**config.mk**
```make
export PLATFORM = sky130hd
export DESIGN_NAME = fifo_write_arbiter
export DESIGN_NICKNAME = d
export VERILOG_FILES = /design/src/rtl/fifo_write_arbiter.sv
export SDC_FILE = /design/constraint.sdc
export NUM_CORES = 1
export LEC_CHECK = 0
export ABC_AREA = 1
export BUFFER_PORTS_ARGS = -buffer_cell sky130_fd_sc_hd__buf_2
export CELL_PAD_IN_SITES_DETAIL_PLACEMENT = 1
export CELL_PAD_IN_SITES_GLOBAL_PLACEMENT = 1
export CORE_MARGIN = 5
export CORE_UTILIZATION = 27
export DETAILED_ROUTE_END_ITERATION = 10
export GPL_ROUTABILITY_DRIVEN = 0
export GPL_TIMING_DRIVEN = 0
export PLACE_DENSITY_LB_ADDON = 0.08
export SLEW_MARGIN = 20
export SYNTH_ARGS = -nofsm -noshare
export SYNTH_HDL_FRONTEND = slang
export SYNTH_SLANG_ARGS = --single-unit
```
**constraint.sdc**
```tcl
create_clock -name WCLK -period 1.9 [get_ports WCLK]
set_input_delay 0.19 -clock WCLK [delete_from_list [all_inputs] [get_ports WCLK]]
set_output_delay 0.19 -clock WCLK [all_outputs]
set_load 0.02 [all_outputs]
```
**src/rtl/fifo_write_arbiter.sv**
```systemverilog
// Round-robin burst arbiter merging NREQ writers onto one FIFO write port.
// Define FIFO_WARB_STATS_EN to add per-requester write counters and a stall counter.
module fifo_write_arbiter #(
  parameter int WIDTH     = 8,
  parameter int NREQ      = 4,
  parameter int BURST_LEN = 4
) (
  input  logic                    WCLK,
  input  logic                    WRST,
  input  logic [NREQ-1:0]         req,
  input  logic [NREQ*WIDTH-1:0]   req_data,
  output logic [NREQ-1:0]         gnt,
  input  logic                    WFULL,
  output logic                    WINC,
  output logic [WIDTH-1:0]        WDATA
`ifdef FIFO_WARB_STATS_EN
  ,
  input  logic                    stat_clr,
  output logic [NREQ*16-1:0]      stat_wr_cnt,
  output logic [15:0]             stat_stall_cnt
`endif
);

  localparam int IDX_W = $clog2(NREQ);
  localparam int CNT_W = $clog2(BURST_LEN + 1);
  localparam logic [CNT_W-1:0] BEAT_MAX = CNT_W'(BURST_LEN);
  localparam logic [CNT_W-1:0] BEAT_ONE = CNT_W'(1);
  localparam logic [IDX_W-1:0] LAST_RST = IDX_W'(NREQ - 1);

  typedef enum logic {
    IDLE  = 1'b0,
    BURST = 1'b1
  } state_t;

  state_t           state_q, state_d;
  logic [IDX_W-1:0] owner_q, owner_d;
  logic [IDX_W-1:0] last_gnt_q, last_gnt_d;
  logic [CNT_W-1:0] beat_cnt_q, beat_cnt_d;
  logic [CNT_W-1:0] beat_next;

  logic [IDX_W-1:0] sel;
  logic [IDX_W-1:0] rr_sel;
  logic [IDX_W-1:0] rr_cand;
  int               rr_pos;
  int               data_base;
  logic             winc;
  logic             burst_cont;

  assign winc       = (|req) & ~WFULL & ~WRST;
  assign burst_cont = (state_q == BURST) && req[owner_q];
  assign beat_next  = beat_cnt_q + BEAT_ONE;

  // Scan downward so the nearest requester after last_gnt is the final write.
  always_comb begin
    rr_sel  = '0;
    rr_pos  = 0;
    rr_cand = '0;
    for (int k = NREQ; k >= 1; k--) begin
      rr_pos  = (int'(last_gnt_q) + k) % NREQ;
      rr_cand = IDX_W'(rr_pos);
      if (req[rr_cand]) rr_sel = rr_cand;
    end
  end

  assign sel = burst_cont ? owner_q : rr_sel;

  always_ff @(posedge WCLK or posedge WRST) begin
    if (WRST) begin
      state_q    <= IDLE;
      owner_q    <= '0;
      beat_cnt_q <= '0;
      last_gnt_q <= LAST_RST;
    end else begin
      state_q    <= state_d;
      owner_q    <= owner_d;
      beat_cnt_q <= beat_cnt_d;
      last_gnt_q <= last_gnt_d;
    end
  end

  // A full FIFO freezes everything; an empty request vector ends any burst.
  always_comb begin
    state_d    = state_q;
    owner_d    = owner_q;
    beat_cnt_d = beat_cnt_q;
    last_gnt_d = last_gnt_q;
    if (winc) begin
      last_gnt_d = sel;
      if (burst_cont) begin
        beat_cnt_d = beat_next;
        if (beat_next == BEAT_MAX) state_d = IDLE;
      end else if (BURST_LEN > 1) begin
        owner_d    = sel;
        beat_cnt_d = BEAT_ONE;
        state_d    = BURST;
      end else begin
        state_d = IDLE;
      end
    end else if (!WFULL) begin
      state_d = IDLE;
    end
  end

  always_comb begin
    WINC      = winc;
    gnt       = '0;
    WDATA     = '0;
    data_base = int'(sel) * WIDTH;
    if (winc) begin
      gnt[sel] = 1'b1;
      WDATA    = req_data[data_base +: WIDTH];
    end
  end

`ifdef FIFO_WARB_STATS_EN
  logic [15:0] wr_cnt_q [NREQ];
  logic [15:0] wr_cnt_d [NREQ];
  logic [15:0] stall_cnt_q, stall_cnt_d;

  always_comb begin
    for (int i = 0; i < NREQ; i++) begin
      wr_cnt_d[i] = wr_cnt_q[i];
      if (stat_clr) wr_cnt_d[i] = '0;
      else if (gnt[i] && (wr_cnt_q[i] != 16'hFFFF)) wr_cnt_d[i] = wr_cnt_q[i] + 16'd1;
    end
    stall_cnt_d = stall_cnt_q;
    if (stat_clr) stall_cnt_d = '0;
    else if ((|req) && WFULL && (stall_cnt_q != 16'hFFFF)) stall_cnt_d = stall_cnt_q + 16'd1;
  end

  always_ff @(posedge WCLK or posedge WRST) begin
    if (WRST) begin
      for (int i = 0; i < NREQ; i++) wr_cnt_q[i] <= '0;
      stall_cnt_q <= '0;
    end else begin
      for (int i = 0; i < NREQ; i++) wr_cnt_q[i] <= wr_cnt_d[i];
      stall_cnt_q <= stall_cnt_d;
    end
  end

  for (genvar g = 0; g < NREQ; g++) begin : g_stat_pack
    assign stat_wr_cnt[g*16 +: 16] = wr_cnt_q[g];
  end
  assign stat_stall_cnt = stall_cnt_q;
`endif

endmodule

```
==> impl_metrics.toml, run 1 <==
[min_path]
hp-class = "in -> async"

[synthesis]
ys_types = 26
ys_ff_latch = 8
synth_edf_count = 0
synth.top_cell.area_share_pct = 21.7
synth_cells = 189
synth_top_family_by_area = "simple AND/OR/NAND/NOR gates"
yosys.area_share.simple_pct = 48.2
netlist_area_mm2 = 0.00113
synth_nets = 230
synthTopCellsByArea = "nand2_1 22%, dfrtp_1 13%, nand3_1 12%"
syn_area_per_cell_um2 = 5.96
synthMuxAreaShare_pct = 0
synthAdderAreaFrac_pct = 2.22
yosys_warnings = 0
synthFlopType = "dfrtp_1"
yosys.area.top_type = "nand2_1"
synth-async-reset-ratio_pct = 100
synth_compound_area_share_pct = 12.4
synth-xor-area-share_pct = 0.778
ys_seq_area_share_pct = 18.0

[worst_setup_path]
arrival_ps = 2220
cp_num_buf_inv = 5
slowest_delay_ps = 530
regToRegStartpoint = "last_gnt_q[0]"
crit_type = "reg -> out"
reg2reg_depth = 19
critPathMostFrequentCell = "nand2_1"
critical-path-slowest-cell = "dfstp_2"
r2r_slack_ps = -310
worstPathCellList = "buf_6 -> inv_8 -> nand2_1 -> nand3_1 -> nand2_1 -> inv_1 -> nand2_2 -> nand3_2 -> nand3_4 -> nand2_8 -> buf_8 -> nand2_1 -> nand3_2 -> a21oi_4 -> buf_6"
crit_fanout = 7
worstReg2RegEnd = "last_gnt_q[1]"
worstSetupStartpointType = "register"
endpoint_kind = "primary output"
cp.required_ps = 1710
startpoint = "last_gnt_q[0]"
crit_family = "simple AND/OR/NAND/NOR gates"

[clocking]
cts.htree.levels = 1
cts_tree = "yes"
numCtsBuffers = 3
clock_path_buffers = 2
cts.sinks = 8
clkLatencyLatePin_ps = 230
clk_pin_slew_ps = 40
clock-root-buffer = "clkbuf_8"

[route]
vias = 1474
vias_per_cell = 4.71
ant_nets = 0
drt-initial-drc-count = 43
drcViolationCount = 0
dr.pass1.iters = 4
post_drt_wl_per_cell_um = 14.1
wl_um = 4410

[layout]
final_layout_size_suffix_gt1_share_pct = 58.6
n_antenna_cell = 0
nFillCells = 538
syn_to_final_growth_pct = 81.8
postLayoutCoreUtil_pct = 50.8
fin_nets = 305

[power_and_ir_drop]
clock_power_share_pct = 5.1
swShare_pct = 53.3
vdd_drop_max_uv = 853
power_density_mw_per_mm2 = 2110
combPwrFrac_pct = 87.8
p_leak_uw = 0.00107
p_int_uw = 2020
switching_power_uw = 2300
pwr-share-seq_pct = 7.1

[floorplan]
core_mm2 = 0.00403
dieArea_mm2 = 0.00556
start_util_pct = 28.0
die_h_um = 74.6
fp.dieW_um = 74.6
std_cell_rows = 23
ios = 52

[placed_design]
io_buffers = 51
dpl.hpwl_um = 2990

[grt]
gr-total-overflow = 0
grt_pass1_vias = 1491
antenna_found_initial = 0
grt_use_total_pct = 15.1
grt_start_max_net_pins = 11
grt_pass1_wl_um = 6740

[timing]
fmax_ghz = 0.415
rsz0062_at_grt = "true"
setup_slack_ps = -511
finalHoldViolCount = 0
drv_slew = 0
timing.hold.ws_ps = 21.6
fin_worst_skew_ps = 6.07
slew_headroom_pct = 26.3
min_period_ps = 2410
setup_viol = 15
fin_crit_sh_pct = 127
worst_pin_slew_ps = 1110

[outcome]
violations = "setup timing"
outcome = "complete, but fails checks"

[run]
maxCapViolCount = 0
power groups by stage:
stage	clock network, µW	registers (µW)	logic [µW]
final	221	306	3790
after floorplan	0	291	1940
after global placement	0	308	2420
after CTS	219	313	3420
after detailed placement	0	310	2430
after global routing	236	316	4090
worst register-to-register path: stages, from the launching register on:
cell and delay (ps):
dfstp_2 530, buf_6 130, inv_8 50, nand2_4 60, nand2_4 60, nand2_2 90, buf_6 90, nand2_2 40
nand2_1 50, nand2_1 50, nand2_1 80, nand2_2 70, nand2_4 140, buf_8 160, nand2_8 70, buf_6 130
buf_6 100, buf_6 100, buf_6 100, o21ai_2 40
worst max-delay path by stage:
| stage | to | cells after the start | slack [ps] |
|---|---|---|---|
| 3_5_place_dp | WDATA[0] | 16 | -420 |
| 6_report | WDATA[1] | 15 | -510 |
| 4_1_cts | WDATA[0] | 17 | -490 |
| 3_3_place_gp | WDATA[6] | 16 | -420 |
| 5_1_grt | WDATA[6] | 17 | -620 |
| 2_1_floorplan | WDATA[0] | 14 | -70 |
cells by family after synthesis:
group / after synthesis
adders and majority gates: 2
buffers and inverters: 40
xor gates and xnor gates: 1
AOI/OAI and AO/OA: 21
DFF: 8
and+or+nand+nor: 117
sequential cells by signal, indices dropped and copies added, names as in the netlist:
signal and flops:
owner_q 2, state_q 1, beat_cnt_q 3, last_gnt_q 2
placed cells by master, fill, tap and decap left out:
cell type,n
buf_2,39
nand2_1,35
nand2_2,34
inv_1,28
buf_6,21
nand3_1,18
nand3_2,11
buf_4,9
a21oi_4,8
nand2_4,6
dfrtp_1,6
nor2_1,4
buf_8,4
nor2_4,4
a21oi_1,3
o21ai_2,3
clkbuf_8,3
o21ai_1,2
o21ai_0,2
inv_8,2
inv_2,2
nand2_8,2
clkbuf_1,2
inv_6,2
ha_1,2
dfstp_2,2
xnor2_1,1
nand4_1,1
o211ai_1,1
a22o_1,1
nand3_4,1
or2_1,1
buf_12,1
o31ai_1,1
dlygate4sd3_1,1
through the flow:
step	cells	total power [µW]	worst slack [ps]	cell area, µm²	setup TNS, ps
floorplan	189	2230	-71.2	1200	-570
global placement	290	2720	-419	1520	-4400
detailed placement	290	2740	-425	1520	-4470
CTS	307	3960	-492	1900	-5550
global route	313	4640	-622	2050	-7650
finish	313	4320	-511	2050	-6010
layer usage:
metal  part of all wire, %  vias to the layer above  global-route usage (%)
li1                      -                      739                       -
met1                    43                      706                    19.9
met3                   4.0                        2                    2.43
met5                     0                        -                       0
met2                    52                       27                    27.4
met4                  0.23                        0                   0.593
synthesized netlist by cell type, drive strengths merged (2+ instances only):
library cell / instances
inv: 33
ha: 2
nor2: 8
nand3: 30
o21ai: 7
dfstp: 2
dfrtp: 6
buf: 6
a21oi: 11
nand2: 77
final cells by class:
type	instances	area, µm²	share of cell area [%]
repair inverters	1	8.76	0.428
inverters	33	144	7.03
flip-flops and latches	8	203	9.90
repair buffers	69	505	24.7
plain buffers	7	87.6	4.28
well taps	50	62.6	3.06
multi-input cells	141	991	48.4
clock buffers	4	45.0	2.20
timing repair:
item / 4_1_cts / 5_1_grt
gates resized for setup: 79 / 27
endpoints found under the hold margin: 6 / 0
buffers inserted: 10 / 6
cloned: 2 / 0
setup endpoints to repair: 12 / 16
pin swaps: 4 / 4
hold buffers: 1 / 0
(Power assumes the default switching activity.)
==> run 2, diff against run 1 <==
--- a/config.mk
+++ b/config.mk
@@ -6,11 +6,13 @@
 export NUM_CORES = 1
 export LEC_CHECK = 0
 export ABC_AREA = 1
+export ABC_CLOCK_PERIOD_IN_PS = 1900
 export BUFFER_PORTS_ARGS = -buffer_cell sky130_fd_sc_hd__buf_2
 export CELL_PAD_IN_SITES_DETAIL_PLACEMENT = 1
 export CELL_PAD_IN_SITES_GLOBAL_PLACEMENT = 1
 export CORE_MARGIN = 5
 export CORE_UTILIZATION = 27
+export CTS_BUF_LIST = sky130_fd_sc_hd__clkbuf_16
 export DETAILED_ROUTE_END_ITERATION = 10
 export GPL_ROUTABILITY_DRIVEN = 0
 export GPL_TIMING_DRIVEN = 0
==> run 2 against run 1 <==
- die area stayed put
- first-iteration DRC count is 12% lower
- count of clock-buffer cells in the layout is 1 lower
- clock power is 63% higher
- global-route usage is 0.44 points higher
- utilization is 1.8 points lower
- critical path type unchanged
- the flow still finishes with violations (setup timing)
==> impl_metrics.toml, run 2 (synthesis gave the netlist of run 1 again) <==
[outcome]
outcome = "complete, but fails checks"
violations = "setup timing"

[worst_setup_path]
worstSetupStartpointType = "register"
endpoint_kind = "primary output"
r2r_slack_ps = -50
crit_type = "reg -> out"
cp.required_ps = 1710
arrival_ps = 2190
crit_fanout = 10

[route]
ant_nets = 0
dr.pass1.iters = 2
vias_per_cell = 4.73
drcViolationCount = 0
drt-initial-drc-count = 38
wl_um = 4130
vias = 1452
post_drt_wl_per_cell_um = 13.5

[timing]
drv_slew = 0
slew_headroom_pct = 27.0
fmax_ghz = 0.419
setup_slack_ps = -484
fin_worst_skew_ps = 2.53
min_period_ps = 2380
fin_crit_sh_pct = 125
finalSetupTns_ps = -5570
rsz0062_at_grt = "true"
finalHoldViolCount = 0
worst_pin_slew_ps = 1100
setup_viol = 14

[layout]
largest_reg_flops = 3
nFillCells = 535
most-common-layout-cells = "39 x buf_2, 38 x nand2_1, 35 x nand2_2, 29 x inv_1, 19 x nand3_1"
layout_commonest_cell = "buf_2"
fin_nets = 299
final_layout_size_suffix_gt1_share_pct = 56.0
top_regs = "beat_cnt_q (3), last_gnt_q (2), owner_q (2)"
top_register = "beat_cnt_q"
n_antenna_cell = 0
syn_to_final_growth_pct = 75.4

[grt]
grtUsageMet2_pct = 27.6
grt_use_total_pct = 15.6
grtUsageMet3_pct = 2.57
grt_pass1_vias = 1499
top_usage_layer = "met2"
use_met1_pct = 20.0
grt_start_max_net_pins = 11
gr-total-overflow = 0
antenna_found_initial = 0
grt_pass1_wl_um = 6810

[power_and_ir_drop]
clock_power_share_pct = 8.5
combPwrFrac_pct = 84.1
vdd_drop_max_uv = 888
switching_power_uw = 2210
swShare_pct = 52.0
p_leak_uw = 0.00105
p_int_uw = 2040
pwr-share-seq_pct = 7.4
power_density_mw_per_mm2 = 2150

[clocking]
cts.htree.levels = 1
numCtsBuffers = 3
clock-root-buffer = "clkbuf_16"
cts.sinks = 8
cts_tree = "yes"
clk_pin_slew_ps = 40
clock_path_buffers = 2
clkLatencyLatePin_ps = 230

[placed_design]
dpl.hpwl_um = 2990
pre_cts_ws_ps = -425
io_buffers = 51

[floorplan]
dieArea_mm2 = 0.00556
die_h_um = 74.6
start_util_pct = 28.0
ios = 52
fp.dieW_um = 74.6
std_cell_rows = 23
core_mm2 = 0.00403

[run]
maxCapViolCount = 0

[min_path]
hp-class = "in -> async"
[run 2: changes by cell type in the layout (fill, tap and decap cells not counted), moves of 2 or more]
cell       delta
buf_6         -3
clkbuf_16     +3
clkbuf_8      -3
nand2_1       +3
nand2_4       -3
buf_4         -2
[run 2: repair_timing]
| action | CTS | global route |
|---|---|---|
| hold buffers | 1 | 0 |
| pin swaps | 4 | 4 |
| setup buffers | 10 | 0 |
| setup endpoints to repair | 12 | 16 |
| cloned | 2 | 0 |
| hold endpoints to repair | 6 | 0 |
| gates resized for setup | 79 | 13 |
[run 2: stage by stage]
stage / power, µW / cell area [µm²] / hold slack, ps / cells / utilization, %
final: 4250 / 1980 / 19.7 / 307 / 49.0
after global routing: 4590 / 1980 / 52.7 / 307 / 49.0
after CTS: 4100 / 1940 / 31.8 / 307 / 48.0
after detailed placement: 2740 / 1520 / 162 / 290 / 37.6
after global placement: 2720 / 1520 / 169 / 290 / 37.6
after floorplan: 2230 / 1200 / 12.5 / 189 / -
[run 2: layer usage]
metal | part of all wire, % | vias to the layer above | routed length [µm]
li1 | - | 730 | -
met1 | 45 | 691 | 1850
met2 | 51 | 27 | 2100
met3 | 3.9 | 4 | 161
met4 | 0.56 | 0 | 23
met5 | 0 | - | 0
[run 2: final cells by class]
type,count,area (µm²),area share (%)
multi-input combinational,141,950,48.1
timing repair buffer,63,445,22.5
sequential,8,203,10.3
inverter,33,144,7.28
buffer,7,83.8,4.24
clock buffer,3,75.1,3.80
tap,50,62.6,3.17
timing repair inverter,1,8.76,0.443
clock inverter,1,3.75,0.190
[run 2: power by group through the flow]
stage	logic, µW	registers [µW]	clock network, µW
global placement	2420	308	0
CTS	3430	313	364
floorplan	1940	291	0
global route	3890	325	371
finish	3570	315	361
detailed placement	2430	310	0
[run 2: final timing paths]
check	start	endpoint	cells after the start
setup / recovery	last_gnt_q[0]	WDATA[7]	15
hold / removal	WRST	last_gnt_q[1]	2
setup reg to reg	last_gnt_q[0]	owner_q[0]	14
hold reg to reg	state_q	state_q	2
max in group asynchronous	WRST	beat_cnt_q[2]	3
min in group WCLK	WFULL	state_q	5
[run 2: critical path: stages, from the launching register on]
cell     delay [ps]
dfstp_2         530
buf_6           130
inv_8            40
nand2_2          50
nand2_2          70
nand2_2          90
nand2_2          60
nand2_2          80
nand3_2          90
nand3_4         150
nand2_8          80
buf_12          150
nand2_1          70
nand3_2          80
a21oi_4         150
buf_6           140
==> run 3, diff against run 2 <==
--- a/config.mk
+++ b/config.mk
@@ -16,7 +16,7 @@
 export DETAILED_ROUTE_END_ITERATION = 10
 export GPL_ROUTABILITY_DRIVEN = 0
 export GPL_TIMING_DRIVEN = 0
-export PLACE_DENSITY_LB_ADDON = 0.08
+export PLACE_DENSITY = 0.77
 export SLEW_MARGIN = 20
 export SYNTH_ARGS = -nofsm -noshare
 export SYNTH_HDL_FRONTEND = slang
==> run 3 against run 2 <==
- the run still ends with setup timing left
- final area is 2.2% higher
- non-clock buffer count rose by 4
- power increased by 4.9%
- utilization up 1.1 points
- worst hold slack improved by 11 ps
- clock power about the same
- clock skew fell by 1.8 ps
- first-iteration DRC count rose by 18%
- sequential power is 4% lower
- critical endpoint is now WDATA[2]
- largest power group unchanged
- highest routed layer unchanged
==> impl_metrics.toml, run 3 (synthesis gave the netlist of run 1 again) <==
[worst_setup_path]
arrival_ps = 2270
worstSetupStartpointType = "register"
startpoint = "last_gnt_q[0]"
crit_fanout = 5
regToRegStartpoint = "last_gnt_q[0]"
cp.required_ps = 1710
crit_type = "reg -> out"
endpoint_kind = "primary output"

[grt]
antenna_found_initial = 0
grt_pass1_vias = 1560
grt_pass1_wl_um = 7160
gr-total-overflow = 0
grt_use_total_pct = 16.5
grt_start_max_net_pins = 11

[outcome]
violations = "setup timing"
outcome = "complete, but fails checks"

[layout]
syn_to_final_growth_pct = 79.3
n_antenna_cell = 0
most-common-layout-cells = "39 x buf_2, 35 x nand2_2, 32 x nand2_1, 27 x inv_1, 18 x nand3_1"
largest_reg_flops = 3
nFillCells = 531
postLayoutCoreUtil_pct = 50.1
final_layout_size_suffix_gt1_share_pct = 59.8
finish.instance_area_mm2 = 0.00202
top_regs = "beat_cnt_q (3), last_gnt_q (2), owner_q (2)"
top_register = "beat_cnt_q"
register_area_um2 = 203
fin_nets = 302
layout_commonest_cell = "buf_2"
multi_input_area_um2 = 981

[floorplan]
start_util_pct = 28.0
core_mm2 = 0.00403
dieArea_mm2 = 0.00556
std_cell_rows = 23
ios = 52
fp.dieW_um = 74.6
die_h_um = 74.6

[clocking]
numCtsBuffers = 3
clock_path_buffers = 2
cts_tree = "yes"
clk_pin_slew_ps = 40
cts.sinks = 8
clkLatencyLatePin_ps = 230
cts.htree.levels = 1
clock-root-buffer = "clkbuf_16"

[route]
drt-initial-drc-count = 45
dr.pass1.iters = 4
wl_um = 4670
post_drt_wl_per_cell_um = 15.1
vias = 1481
drcViolationCount = 0
vias_per_cell = 4.79
ant_nets = 0

[power_and_ir_drop]
p_leak_uw = 0.00108
power_density_mw_per_mm2 = 2210
vdd_drop_max_uv = 943
total_power_uw = 4460

[timing]
setup_viol = 12
rsz0062_at_grt = "true"
drv_slew = 0
slew_headroom_pct = 63.6
min_period_ps = 2460
finalHoldViolCount = 0
timing.hold.ws_ps = 31.2
fmax_ghz = 0.407
setup_slack_ps = -558
finalSetupTns_ps = -6160
fin_crit_sh_pct = 129
worst_pin_slew_ps = 546
fin_worst_skew_ps = 0.757

[placed_design]
io_buffers = 51
postPlaceCellArea_mm2 = 0.00152
dpl.hpwl_um = 2870

[min_path]
hp-class = "in -> async"

[run]
maxCapViolCount = 0
[run 3: area by class of cell]
cell class                      count  share of cell area, %
Sequential cell                     8                   10.0
Multi-Input combinational cell    141                   48.6
Buffer                              7                   4.40
Tap cell                           50                   3.10
Clock buffer                        3                   3.72
Timing Repair Buffer               67                   23.4
Inverter                           33                   6.75
[run 3: worst paths after layout]
check                      slack [ps]  cells past startpoint            end
max in group asynchronous        1130                      3  beat_cnt_q[0]
min in group WCLK                 270                      5        state_q
max reg2reg                        30                     15  last_gnt_q[1]
min                                30                      2  last_gnt_q[0]
max                              -560                     16       WDATA[2]
min reg2reg                       500                      1  beat_cnt_q[0]
[run 3: repair_timing]
action                                 4_1_cts  5_1_grt
pin swaps                                    2        6
setup endpoints to repair                   12       15
hold buffers                                 1        0
gates cloned                                 2        0
setup buffers                               10        3
endpoints found under the hold margin        6        0
resized for setup                           65       29
[run 3: per-layer routing]
layer	vias up	routed length, µm	GRT usage, %
met3	8	155	1.49
met5	-	0	0
met2	32	2560	30.3
li1	733	-	-
met4	0	78	4.94
met1	708	1880	20.1
[run 3: per-stage QoR]
stage	std cells	worst slack (ps)
after CTS	306	-505
after global placement	290	-404
after floorplan	189	-71.2
after detailed placement	290	-449
final	309	-558
after global routing	309	-685
[run 3: critical path: stages (launching register included)]
cell and delay (ps):
dfstp_2 540, buf_6 130, nand2_1 70, o21ai_2 100
nand2_4 80, buf_4 130, nand2_1 60, nand2_1 50
nand2_1 50, nand2_1 50, nand2_1 70, nand2_2 70
nand2_4 110, buf_4 150, nand2_2 80, a21oi_4 150
buf_6 140
[run 3: power by group]
part           switching (µW)  internal (µW)  total [µW]
clock                    87.9            272         360
combinational            2150           1640        3800
sequential               58.4            244         303
